**src/rtl/cfg_chain_loader.sv**
```systemverilog
// Serial config-chain frame generator: START, ID (LSB first), PAYLOAD (bit 0 first), GAP.
// Optional build macro CFG_LOADER_PARITY_EN inserts an even-parity cycle after PAYLOAD.

module cfg_chain_loader #(
   parameter int WORD_W     = 16,
   parameter int ID_WIDTH   = 3,
   parameter int LEN_W      = 12,
   parameter int GAP_CYCLES = 2
) (
   input  logic                clk,
   input  logic                crst,
   input  logic                cmd_valid,
   output logic                cmd_ready,
   input  logic [ID_WIDTH-1:0] cmd_id,
   input  logic [LEN_W-1:0]    cmd_len,
   input  logic                data_valid,
   output logic                data_ready,
   input  logic [WORD_W-1:0]   data,
   output logic                cfg_out_start,
   output logic                cfg_bit_out,
   output logic                busy,
   output logic                frame_done,
   output logic                err_underrun
);

   localparam int IDC_W = (ID_WIDTH > 1) ? $clog2(ID_WIDTH) : 1;
   localparam int GAP_W = (GAP_CYCLES > 1) ? $clog2(GAP_CYCLES) : 1;
   localparam int SC_W  = $clog2(WORD_W + 1);

   typedef enum logic [2:0] {
      S_IDLE,
      S_START,
      S_ID,
      S_PAYLOAD,
`ifdef CFG_LOADER_PARITY_EN
      S_PARITY,
`endif
      S_GAP
   } state_t;

   state_t              state_q;
   logic [ID_WIDTH-1:0] id_q;
   logic [LEN_W-1:0]    len_q;
   logic [LEN_W:0]      need_q, need_d, acc_cnt_q;
   logic [IDC_W-1:0]    id_cnt_q;
   logic [GAP_W-1:0]    gap_cnt_q;
   logic [WORD_W-1:0]   sh_q, hold_q;
   logic [SC_W-1:0]     sh_cnt_q;
   logic                hold_v_q, abort_q;
   logic                start_q, bit_q, done_q, err_q;
`ifdef CFG_LOADER_PARITY_EN
   logic                par_q;
`endif

   logic adv_w, shift_w, have_w, next_bit_w, accept_w;

   assign cmd_ready     = (state_q == S_IDLE);
   assign busy          = (state_q != S_IDLE);
   assign cfg_out_start = start_q;
   assign cfg_bit_out   = bit_q;
   assign frame_done    = done_q;
   assign err_underrun  = err_q;

   assign data_ready = ((state_q == S_START) || (state_q == S_ID) || (state_q == S_PAYLOAD))
                       && !hold_v_q && (acc_cnt_q < need_q);
   assign accept_w   = data_valid && data_ready;

   // adv_w marks the edge leaving the last ID cycle or any PAYLOAD cycle; shift_w means a bit is due.
   always_comb begin
      need_d     = (LEN_W+1)'((32'(cmd_len) + WORD_W - 1) / WORD_W);
      adv_w      = ((state_q == S_ID) && (id_cnt_q == IDC_W'(ID_WIDTH - 1))) || (state_q == S_PAYLOAD);
      shift_w    = adv_w && (len_q != '0);
      have_w     = (sh_cnt_q != '0) || hold_v_q || accept_w;
      next_bit_w = (sh_cnt_q != '0) ? sh_q[0] : (hold_v_q ? hold_q[0] : data[0]);
   end

   always_ff @(posedge clk or posedge crst) begin
      if (crst) begin
         state_q   <= S_IDLE;
         id_q      <= '0;
         len_q     <= '0;
         need_q    <= '0;
         acc_cnt_q <= '0;
         id_cnt_q  <= '0;
         gap_cnt_q <= '0;
         sh_q      <= '0;
         sh_cnt_q  <= '0;
         hold_q    <= '0;
         hold_v_q  <= 1'b0;
         abort_q   <= 1'b0;
         start_q   <= 1'b0;
         bit_q     <= 1'b0;
         done_q    <= 1'b0;
         err_q     <= 1'b0;
`ifdef CFG_LOADER_PARITY_EN
         par_q     <= 1'b0;
`endif
      end else begin
         start_q <= 1'b0;
         bit_q   <= 1'b0;
         done_q  <= 1'b0;
         err_q   <= 1'b0;
         if (accept_w) acc_cnt_q <= acc_cnt_q + 1'b1;

         // A word accepted on the edge the shifter runs dry feeds the shifter directly.
         if (shift_w && have_w) begin
            if (sh_cnt_q != '0) begin
               sh_q     <= sh_q >> 1;
               sh_cnt_q <= sh_cnt_q - 1'b1;
               if (accept_w) begin
                  hold_q   <= data;
                  hold_v_q <= 1'b1;
               end
            end else if (hold_v_q) begin
               sh_q     <= hold_q >> 1;
               sh_cnt_q <= SC_W'(WORD_W - 1);
               hold_v_q <= 1'b0;
            end else begin
               sh_q     <= data >> 1;
               sh_cnt_q <= SC_W'(WORD_W - 1);
            end
         end else if (accept_w) begin
            if (sh_cnt_q == '0) begin
               sh_q     <= data;
               sh_cnt_q <= SC_W'(WORD_W);
            end else begin
               hold_q   <= data;
               hold_v_q <= 1'b1;
            end
         end

`ifdef CFG_LOADER_PARITY_EN
         if (state_q == S_IDLE) par_q <= 1'b0;
         else if ((state_q == S_ID) || (state_q == S_PAYLOAD)) par_q <= par_q ^ bit_q;
`endif

         case (state_q)
            S_IDLE: begin
               if (cmd_valid) begin
                  state_q   <= S_START;
                  start_q   <= 1'b1;
                  id_q      <= cmd_id;
                  len_q     <= cmd_len;
                  need_q    <= need_d;
                  acc_cnt_q <= '0;
                  abort_q   <= 1'b0;
                  sh_cnt_q  <= '0;
                  hold_v_q  <= 1'b0;
               end
            end
            S_START: begin
               state_q  <= S_ID;
               bit_q    <= id_q[0];
               id_q     <= id_q >> 1;
               id_cnt_q <= '0;
            end
            S_ID: begin
               if (id_cnt_q != IDC_W'(ID_WIDTH - 1)) begin
                  bit_q    <= id_q[0];
                  id_q     <= id_q >> 1;
                  id_cnt_q <= id_cnt_q + 1'b1;
               end
            end
`ifdef CFG_LOADER_PARITY_EN
            S_PARITY: begin
               state_q   <= S_GAP;
               gap_cnt_q <= '0;
               done_q    <= (GAP_CYCLES == 1);
            end
`endif
            S_GAP: begin
               if (gap_cnt_q == GAP_W'(GAP_CYCLES - 1)) begin
                  state_q  <= S_IDLE;
                  sh_cnt_q <= '0;
                  hold_v_q <= 1'b0;
               end else begin
                  gap_cnt_q <= gap_cnt_q + 1'b1;
                  done_q    <= !abort_q && ((32'(gap_cnt_q) + 2) == GAP_CYCLES);
               end
            end
            default: ;
         endcase

         // The underrun cycle itself is the first GAP cycle.
         if (adv_w) begin
            if (shift_w) begin
               if (!have_w) begin
                  state_q   <= S_GAP;
                  gap_cnt_q <= '0;
                  err_q     <= 1'b1;
                  abort_q   <= 1'b1;
               end else begin
                  state_q <= S_PAYLOAD;
                  bit_q   <= next_bit_w;
                  len_q   <= len_q - 1'b1;
               end
            end else begin
`ifdef CFG_LOADER_PARITY_EN
               state_q <= S_PARITY;
               bit_q   <= par_q ^ bit_q;
`else
               state_q   <= S_GAP;
               gap_cnt_q <= '0;
               done_q    <= (GAP_CYCLES == 1);
`endif
            end
         end
      end
   end

endmodule

```
**config.mk**
```make
export PLATFORM = sky130hd
export DESIGN_NAME = cfg_chain_loader
export DESIGN_NICKNAME = d
export VERILOG_FILES = /design/src/rtl/cfg_chain_loader.sv
export SDC_FILE = /design/constraint.sdc
export NUM_CORES = 1
export LEC_CHECK = 0
export ABC_AREA = 1
export BUFFER_PORTS_ARGS = -buffer_cell sky130_fd_sc_hd__buf_2
export CORE_AREA = 2 2 107 109
export DETAILED_ROUTE_END_ITERATION = 16
export DIE_AREA = 0 0 109 111
export PLACE_DENSITY_LB_ADDON = 0.08
export SETUP_SLACK_MARGIN = 0.2
export SLEW_MARGIN = 20
export SYNTH_ARGS = -nofsm -noshare
export SYNTH_HDL_FRONTEND = slang
export SYNTH_SLANG_ARGS = --single-unit
```
**constraint.sdc**
```tcl
create_clock -name clk -period 2.5 [get_ports clk]
set_input_delay 0.125 -clock clk [delete_from_list [all_inputs] [get_ports clk]]
set_output_delay 0.125 -clock clk [all_outputs]
set_load 0.1 [all_outputs]
```
======== Word-level counts from Yosys, hierarchy flattened ========
Cells that the tools add are included.
operators by class
  add/sub/neg operators ................... 8
  $mul .................................... 0
  divide/modulo/power cells ............... 0
  order comparisons ....................... 1
  equal/unequal tests ..................... 14
  shift operators ......................... 0
  multiplexer cells ....................... 70
  bitwise gates (word level) .............. 0
  reductions and logical operators ........ 30
operator list
  cell                                                                   count
  16-bit two-way mux                                                     8
  12-bit two-way mux                                                     5
  13-bit two-way mux                                                     3
  1-bit two-way mux                                                      32
  15-bit two-way mux                                                     2
  5-bit two-way mux                                                      6
  3-bit two-way mux                                                      7
  3-bit one-hot mux with 3 select lines                                  2
  13-bit by 1-bit subtractor with 14-bit output (second input constant)  1
  12-bit by 5-bit adder with 13-bit output (second input constant)       1
  13-bit by 1-bit adder with 13-bit output (second input constant)       1
  13-bit less-than comparator                                            1
  12-bit nonzero test                                                    1
  12-bit by 1-bit subtractor with 12-bit output (second input constant)  1
  2-bit != test (second input constant)                                  5
  5-bit one-hot mux with 2 select lines                                  1
  3-bit by 2-bit == test with 1-bit output (second input constant)       3
  1-bit logical AND                                                      7
  2-bit AND reduction                                                    3
  3-bit AND reduction                                                    2
  2-bit nonzero test                                                     3
  3-bit nonzero test                                                     2
  5-bit logical NOT                                                      1
  1-bit logical OR                                                       5
  18 further kinds                                                       20
storage, ports and cells
  register bits ........................... 90
  bits in latches ......................... 0
  RAM bits ................................ 0
  ROM bits ................................ 0
  input port bits ......................... 35
  output and inout port bits .............. 7
  memories ................................ 0

======== Longest topological paths before layout ========
Gate-level depths: netlist of the first run.
  depth after elaboration ................. 11
  mapped depth ............................ 14
  depth with buffers taken out ............ 14

======== Worst setup path before layout of the first run ========
No wires, ideal clock.
  path kind ............................... register to register
  from .................................... reg state_q[0]
  to ...................................... reg state_q[0]
  setup time .............................. 0.129 ns
  arrival time ............................ 2.465 ns
  required time ........................... 2.371 ns
  slack ................................... -0.093 ns
  cell stages (with the launch flop) ...... 10
  path buffers ............................ 0
  cell sequence ........................... dfrtp_1 > inv_1 > nand2_1 > nor2_4 > inv_1 > nor2_1 > nand3b_1 > nand3_1 > nor2_1 > a31oi_1
on the way
  elaborated cells between the ends (all ways) .. 22
  classes of those cells .................. eq/ne (6); mux (4); reduce/logical (12)
RTL lines
  what                                                                              RTL line  RTL
  from (decl)                                                                       41        state_t state_q;
  from (signal assigned)                                                            79        state_q <= S_IDLE;
  from (signal assigned)                                                            140       state_q <= S_START;
  from (signal assigned)                                                            152       state_q <= S_ID;
  3-bit logical NOT *                                                               n/a
  via cmd_ready                                                                     13        output logic cmd_ready,
  3-bit by 2-bit != test with 1-bit output (no line), or another cell as far along  n/a
  3-bit AND reduction (no line) / 3-bit two-way mux (equally long branches)         n/a
The timed path passes the listed nets; every way through them passes the cells marked *.
A chain may end at the register's enable or synchronous reset.

======== Worst setup path after layout of the first run ========
  from .................................... reg acc_cnt_q[5]
  to ...................................... out data_ready
on the way
  word-level cells in the longest chain between the ends .. 2
ends and longest elaborated chain
  what                         RTL line  RTL
  from (decl)                  44        logic [LEN_W:0] need_q, need_d, acc_cnt_q;
  from (signal assigned)       103       if (accept_w) acc_cnt_q <= acc_cnt_q + 1'b1;
  13-bit less-than comparator  65        && !hold_v_q && (acc_cnt_q < need_q);
  1-bit logical AND            65
  to (decl)                    17        output logic data_ready,
No other way between the ends.

==> impl_results.md, run 1 <==
- Util after Layout: 0.5027
- CTS H-tree depth: 3
- Tot GR Track Use: 0.1926
- Slew Limit Fails: 0
- Seq/Total Area, Yosys: 0.4456
- Worst-path clk slew: 0.06 ns
- DRC viols: 0
- Share of cells above drive strength 1: 0.1340
- Tmin final: around 2.2 ns
- Yosys warns: 0
- Syn_nets: 693
- RePlAce Congestion: 0.8187
- Number of synthesized register bits: 86
- VDD IR max: 0.3496 mV
- Tightest Pin Transition: 0.5532 ns
- IO Pins: 42
- Worst Setup Path Type: flip-flop to primary output
- Die height: 111 um
- Number of global-route vias before repair: around 4000
- Top-area cell type share of the netlist area: 0.4456
- Endpoints failing hold: 0
- Hold path start: cmd_id[2]
- R2r startpoint: acc_cnt_q[5]
- Xor and xnor area share after synthesis: 0.01813
- Chip width: 109 um
- Post-layout nets: 738
- CP max-delay cell: dfrtp_1
- Final instance area: approximately 0.0056 mm2
- Crit share post-route: 0.8644
- Port Buffers: 41
- CTS root buffer: clkbuf_16
- Clock Sink Count: 86
- Syn Inst Count: 646
- Avg Cell Area, Syn: 7.476 um2
- Via count: 4209
- R2R cell count: 13
- TritonRoute pass-1 iters: 5
- # setup viols final: 0
- Routed length per instance: 12.99 um
- Clk_skew: between 0.007 and 0.008 ns
- Flop-to-flop setup slack: 0.40 ns
- Crit end category: primary output
- WL final: 10.87 mm
- Pwr Density: roughly 500 mW/mm2
- 1st-iter DRT viols: 281
- WP data required: 2.38 ns
- Hold Path Class: input pin to flip-flop
- Synth top cells by count: nand2_1 (170), dfrtp_1 (86), inv_1 (75)
- Cts bufs inserted: 9
- Placed Cells: a little over 800
- Largest net degree at the start of global routing: 44
- Post-synthesis mux area share: 0
- Max-cap violations: 0
- Synth-to-layout area growth: 15.28%
- Crit-path max FO: 6
- Reg-to-reg endpoint: sh_cnt_q[1]
- CP Cell Sequence: ha_1, nand2_1, nor2_1, and2_1, nand2_1, and2_1, buf_2
- CTS tree: done
- Row count: 39
- Synth Cell Area: 0.004830 mm2
- Number of synthesized flops with an enable pin: 0
- Core footprint: 0.01108 mm2
- Netlist cell types: 37
- Final non-filler cell total: roughly 840
- Yosys top cell by area: dfrtp_1
- Worst hold slack: 0.02341 ns
- Startpoint types: flip-flop
- Total die area: 0.01210 mm2
- Via density: between 5 and 6
- Post-route ant nets: 0
- Maximum clock rate: 0.4628 GHz
- Worst setup path endpoint: data_ready
- Starting Density: 0.4360
- Antenna violations before repair: 0
- Filler Cells Inserted: 1092
- CP Data Arrival Time: 2.04 ns
- Post-Synth Adder-Cell Area: 0.03109
- Status: finished, final reports clean
- Relative slew slack: 0.6284
- First-pass GRT wire length: 18.46 mm
- Lkg Pwr: 2.847 nW
- Post-synthesis compound-gate area fraction: 0.1174
- Slowest stage delay, CP: 0.43 ns
- Clock network latency to the later pin of the worst-skew pair: 0.34 ns
- Ys flop type: dfrtp_1
- Area contributors post-synth: dfrtp_1 (45%), nand2_1 (13%), o21ai_0 (7.7%)
- Placed inst area: 0.005182 mm2
- Post-synthesis simple-gate area fraction: 0.2979
- GRT Residual Overflow: 0
- Post-synth ARST share: 1.000
- Clock tree buffer depth: 2
- N_diodes: 0
- Most frequent cell after synthesis: nand2_1
- Post-DP HPWL: between 7 and 8 mm
- RSZ-0062 raised after global routing: yes
- CP startpoint: acc_cnt_q[5]
- Largest family of logic cells by synthesized area: simple AND/OR/NAND/NOR gates
-- worst min-delay path by stage --
stage / endpoint / slack, ns / cells past startpoint
after floorplan: need_q[7] / 0.21 / 1
after global placement: hold_q[2] / 0.07 / 2
after detailed placement: hold_q[2] / 0.08 / 2
after CTS: id_q[2] / 0.02 / 3
after global routing: id_q[2] / 0.05 / 3
final: id_q[2] / 0.02 / 3
-- cell type report --
class	count	area [um2]	share of cell area
flip-flops and latches	86	2152	0.3865
clock buffers	13	260.3	0.04674
repair buffers	58	377.9	0.06787
multi-input cells	455	2261	0.4061
inverters	81	307.8	0.05528
well taps	143	178.9	0.03213
clock inverters	1	30.03	0.005393
-- report_power, final --
group	total [mW]	internal, mW	switching [mW]
Clock	1.34	0.818	0.518
Combinational	0.0998	0.0360	0.0638
Sequential	1.40	1.39	0.000934
Total	2.83	2.25	0.583
-- cells in the final DEF, fill, tap and decap left out, types with 3 or more instances in the layout --
cell type and n:
o21ai_0 74, dfrtp_1 86, o21ai_1 7, o22ai_1 3, o211ai_1 3, nor2_1 59, buf_4 11, xor2_1 7
nand2_1 169, xnor2_1 3, inv_2 6, nor2_2 3, nand3_1 61, clkbuf_16 9, nand2_4 5, nor3_1 11
a21oi_1 10, nor3b_1 3, a31oi_1 5, buf_2 41, ha_1 12, inv_1 74
-- flip-flops by register name (all words and copies together), names as in the netlist, 2 cells and up --
| signal | flops |
|---|---|
| hold_q | 16 |
| acc_cnt_q | 13 |
| sh_cnt_q | 5 |
| id_q | 3 |
| state_q | 3 |
| need_q | 9 |
| len_q | 12 |
| sh_q | 16 |
| id_cnt_q | 2 |
-- cells by family after synthesis --
| kind of cell | Yosys count |
|---|---|
| xor+xnor | 10 |
| flops | 86 |
| buf+inv | 105 |
| compound gates | 107 |
| fa+ha+maj | 12 |
| simple gates | 326 |
-- what timing repair did --
item	CTS	global route
hold buffers	2	0
hold endpoints to repair	8	0
resized for setup	0	11
setup endpoints to repair	0	44
setup buffers	0	4
-- stage by stage --
| step | total power, mW | setup WS, ns | setup TNS (ns) |
|---|---|---|---|
| global route | 2.946 | 0.1883 | 0 |
| floorplan | 1.465 | -0.09350 | -0.1859 |
| CTS | 2.879 | 0.2241 | 0 |
| finish | 2.831 | 0.3390 | 0 |
| global placement | 1.520 | 0.3007 | 0 |
| detailed placement | 1.520 | 0.2391 | 0 |
-- per-layer routing --
layer	global-route usage	wire, um	up-vias
li1	-	-	2165
met2	0.3027	5033	64
met5	0	0	-
met4	0.06838	170	0
met1	0.2715	5310	1969
met3	0.02528	355	11
-- critical path: cells and delay by family, from the launching register on --
kind | cells | cell delay (ns)
adders and majority gates | 1 | 0.31
buffers and inverters | 1 | 0.42
DFF | 1 | 0.43
and+or+nand+nor | 5 | 0.54
Power figures use the tool's default switching activity.
==> run 2, diff against run 1 <==
- CORE_AREA: 2 2 107 109 -> 2 2 113 104
- DIE_AREA: 0 0 109 111 -> 0 0 115 106
- SKIP_LAST_GASP: default -> 1
==> run 2 against run 1 <==
Combinational power decreased by 2%. Fmax increased by 0.45%. Register-to-register slack improved by 0.02 ns. Global-route usage increased by 0.15 points. Sequential power about the same. Routed wire length decreased by 1.3%. Critical path depth increased by 1. Critical path type unchanged.
==> impl_results.md, run 2 (synthesis results as in run 1) <==
- Most common cell after layout, fill and taps aside: nand2_1
- Cell internal pwr: 2.151 mW
- Post-layout nets: 739
- Tmin final: 2.151 ns
- Pwr Total: 2.729 mW
- Startpoint types: flip-flop
- IO Pins: 42
- GRT Residual Overflow: 0
- Clock tree buffer depth: 2
- Registers with the most flip-flops: hold_q: 16 flops, sh_q: 16 flops, acc_cnt_q: 13 flops
- Setup slack after layout: 0.3488 ns
- Clock network latency to the later pin of the worst-skew pair: 0.33 ns
- WL final: roughly 11 mm
- Endpoints failing hold: 0
- Crit end category: primary output
- Post-DP HPWL: about 7.5 mm
- Setup TNS: 0 ns
- Max-cap violations: 0
- TritonRoute pass-1 iters: 4
- Slew Limit Fails: 0
- Die height: 106 um
- Clk_skew: about 0.0058 ns
- Tot GR Track Use: 0.1942
- Relative slew slack: 0.6585
- Placed inst area: between 0.005 and 0.006 mm2
- N_diodes: 0
- Pwr Density: 492.9 mW/mm2
- Tightest Pin Transition: 0.5084 ns
- Final instance area: 0.005537 mm2
- Sw Ratio: 0.2117
- # setup viols final: 0
- CP Data Arrival Time: around 2 ns
- Via density: slightly below 5
- Post-route ant nets: 0
- Register area: 0.002152 mm2
- RSZ-0062 raised after global routing: no
- Hold path start: data[15]
- Sequential power share: 0.511
- R2r startpoint: acc_cnt_q[2]
- Status: finished, final reports clean
- Synth-to-layout area growth: 14.64%
- Multi-input logic area: 0.002273 mm2
- Slowest stage delay, CP: 0.44 ns
- First-pass GRT wire length: 19.08 mm
- Crit share post-route: 0.8605
- Comb pwr share: 0.036
- Worst-path clk slew: approximately 0.060 ns
- Cts bufs inserted: 9
- Total die area: 0.01219 mm2
- Worst Setup Path Type: flip-flop to primary output
- R2R cell count: 13
- CTS H-tree depth: 3
- VDD IR max: roughly 0.31 mV
- Sink of the worst hold path: sh_q[15]
- Worst hold slack: about 0.031 ns
- DRC viols: 0
- Largest net degree at the start of global routing: 87
- RePlAce Congestion: 0.7709
- WHS Path Cells: 3
- Reg-to-reg endpoint: sh_q[9]
- CP Cell Sequence: ha_1, nand2_1, nand2_1, nand2_1, nand3_1, nand2_1, and2_1, buf_2
- Psw: approximately 0.58 mW
- Port Buffers: between 40 and 50
- Antenna violations before repair: 0
- Share of cells above drive strength 1: 0.1365
- Crit-path max FO: 6
- Clk network pwr share: 0.453
- Maximum clock rate: 0.4649 GHz
- Routed length per instance: 12.89 um
- CP max-delay cell: dfrtp_1
- Most frequent cells in the layout: nand2_1 (169), dfrtp_1 (86), o21ai_0 (74)
- WP data required: 2.38 ns
- Clock Sink Count: 86
- CTS tree: done
- CTS root buffer: clkbuf_16
- Starting Density: 0.4347
- Filler Cells Inserted: between 1000 and 1500
- Hold Path Class: input pin to flip-flop
- Place WS: 0.2128 ns
- Row count: 37
- Lkg Pwr: between 2 and 3 nW
- Chip width: 115 um
- Number of global-route vias before repair: 4059
- Core footprint: about 0.011 mm2
- Flop-to-flop setup slack: 0.42 ns
- Most used cell, CP: nand2_1
- Via count: 4133
- 1st-iter DRT viols: between 200 and 250
-- run 2: cell type report --
cell class / count / share of cell area
repair buffers: 59 / 0.06531
inverters: 81 / 0.05605
well taps: 136 / 0.03073
clock inverters: 1 / 0.0009040
clock buffers: 14 / 0.04768
multi-input cells: 455 / 0.4106
flip-flops and latches: 86 / 0.3887
-- run 2: layer usage --
metal / vias up / wire (um) / global-route usage
li1: 2162 / - / -
met1: 1909 / 5328 / 0.2725
met2: 56 / 4931 / 0.3071
met3: 6 / 382 / 0.04732
met4: 0 / 84 / 0.03873
met5: - / 0 / 0
-- run 2: stage by stage --
step,utilization,cells
finish,0.4983,832
global route,0.4983,832
CTS,0.4926,828
detailed placement,0.4663,811
global placement,0.4663,811
floorplan,-,646
-- run 2: power groups by stage --
stage	sequential (mW)	clock, mW	combinational, mW
5_1_grt	1.39	1.33	0.114
3_5_place_dp	1.42	0	0.0983
3_3_place_gp	1.42	0	0.0977
6_report	1.40	1.24	0.0980
4_1_cts	1.39	1.28	0.101
2_1_floorplan	1.42	0	0.0441
-- run 2: timing repair --
item / in CTS / in global routing
hold buffers: 2 / 0
buffers inserted: 0 / 4
endpoints found under the setup margin: 4 / 40
pin swaps: 0 / 1
gates resized for setup: 1 / 7
endpoints found under the hold margin: 87 / 0
-- run 2: worst max path at each step --
stage,depth (start not counted),slack [ns],start,endpoint
2_1_floorplan,9,-0.09,state_q[0],state_q[0]
3_3_place_gp,11,0.26,acc_cnt_q[2],sh_q[4]
3_5_place_dp,11,0.21,acc_cnt_q[2],sh_q[7]
4_1_cts,10,0.23,acc_cnt_q[2],hold_q[4]
5_1_grt,14,0.21,len_q[0],sh_q[12]
6_report,8,0.35,acc_cnt_q[2],data_ready
-- run 2: worst max-delay path, delay by kind of cell, from the launching register on --
family                   cells  cell delay (ns)
buffers and inverters        1             0.42
flip-flops                   1             0.44
adder cells (fa/ha/maj)      1             0.32
AND/OR/NAND/NOR              6             0.52
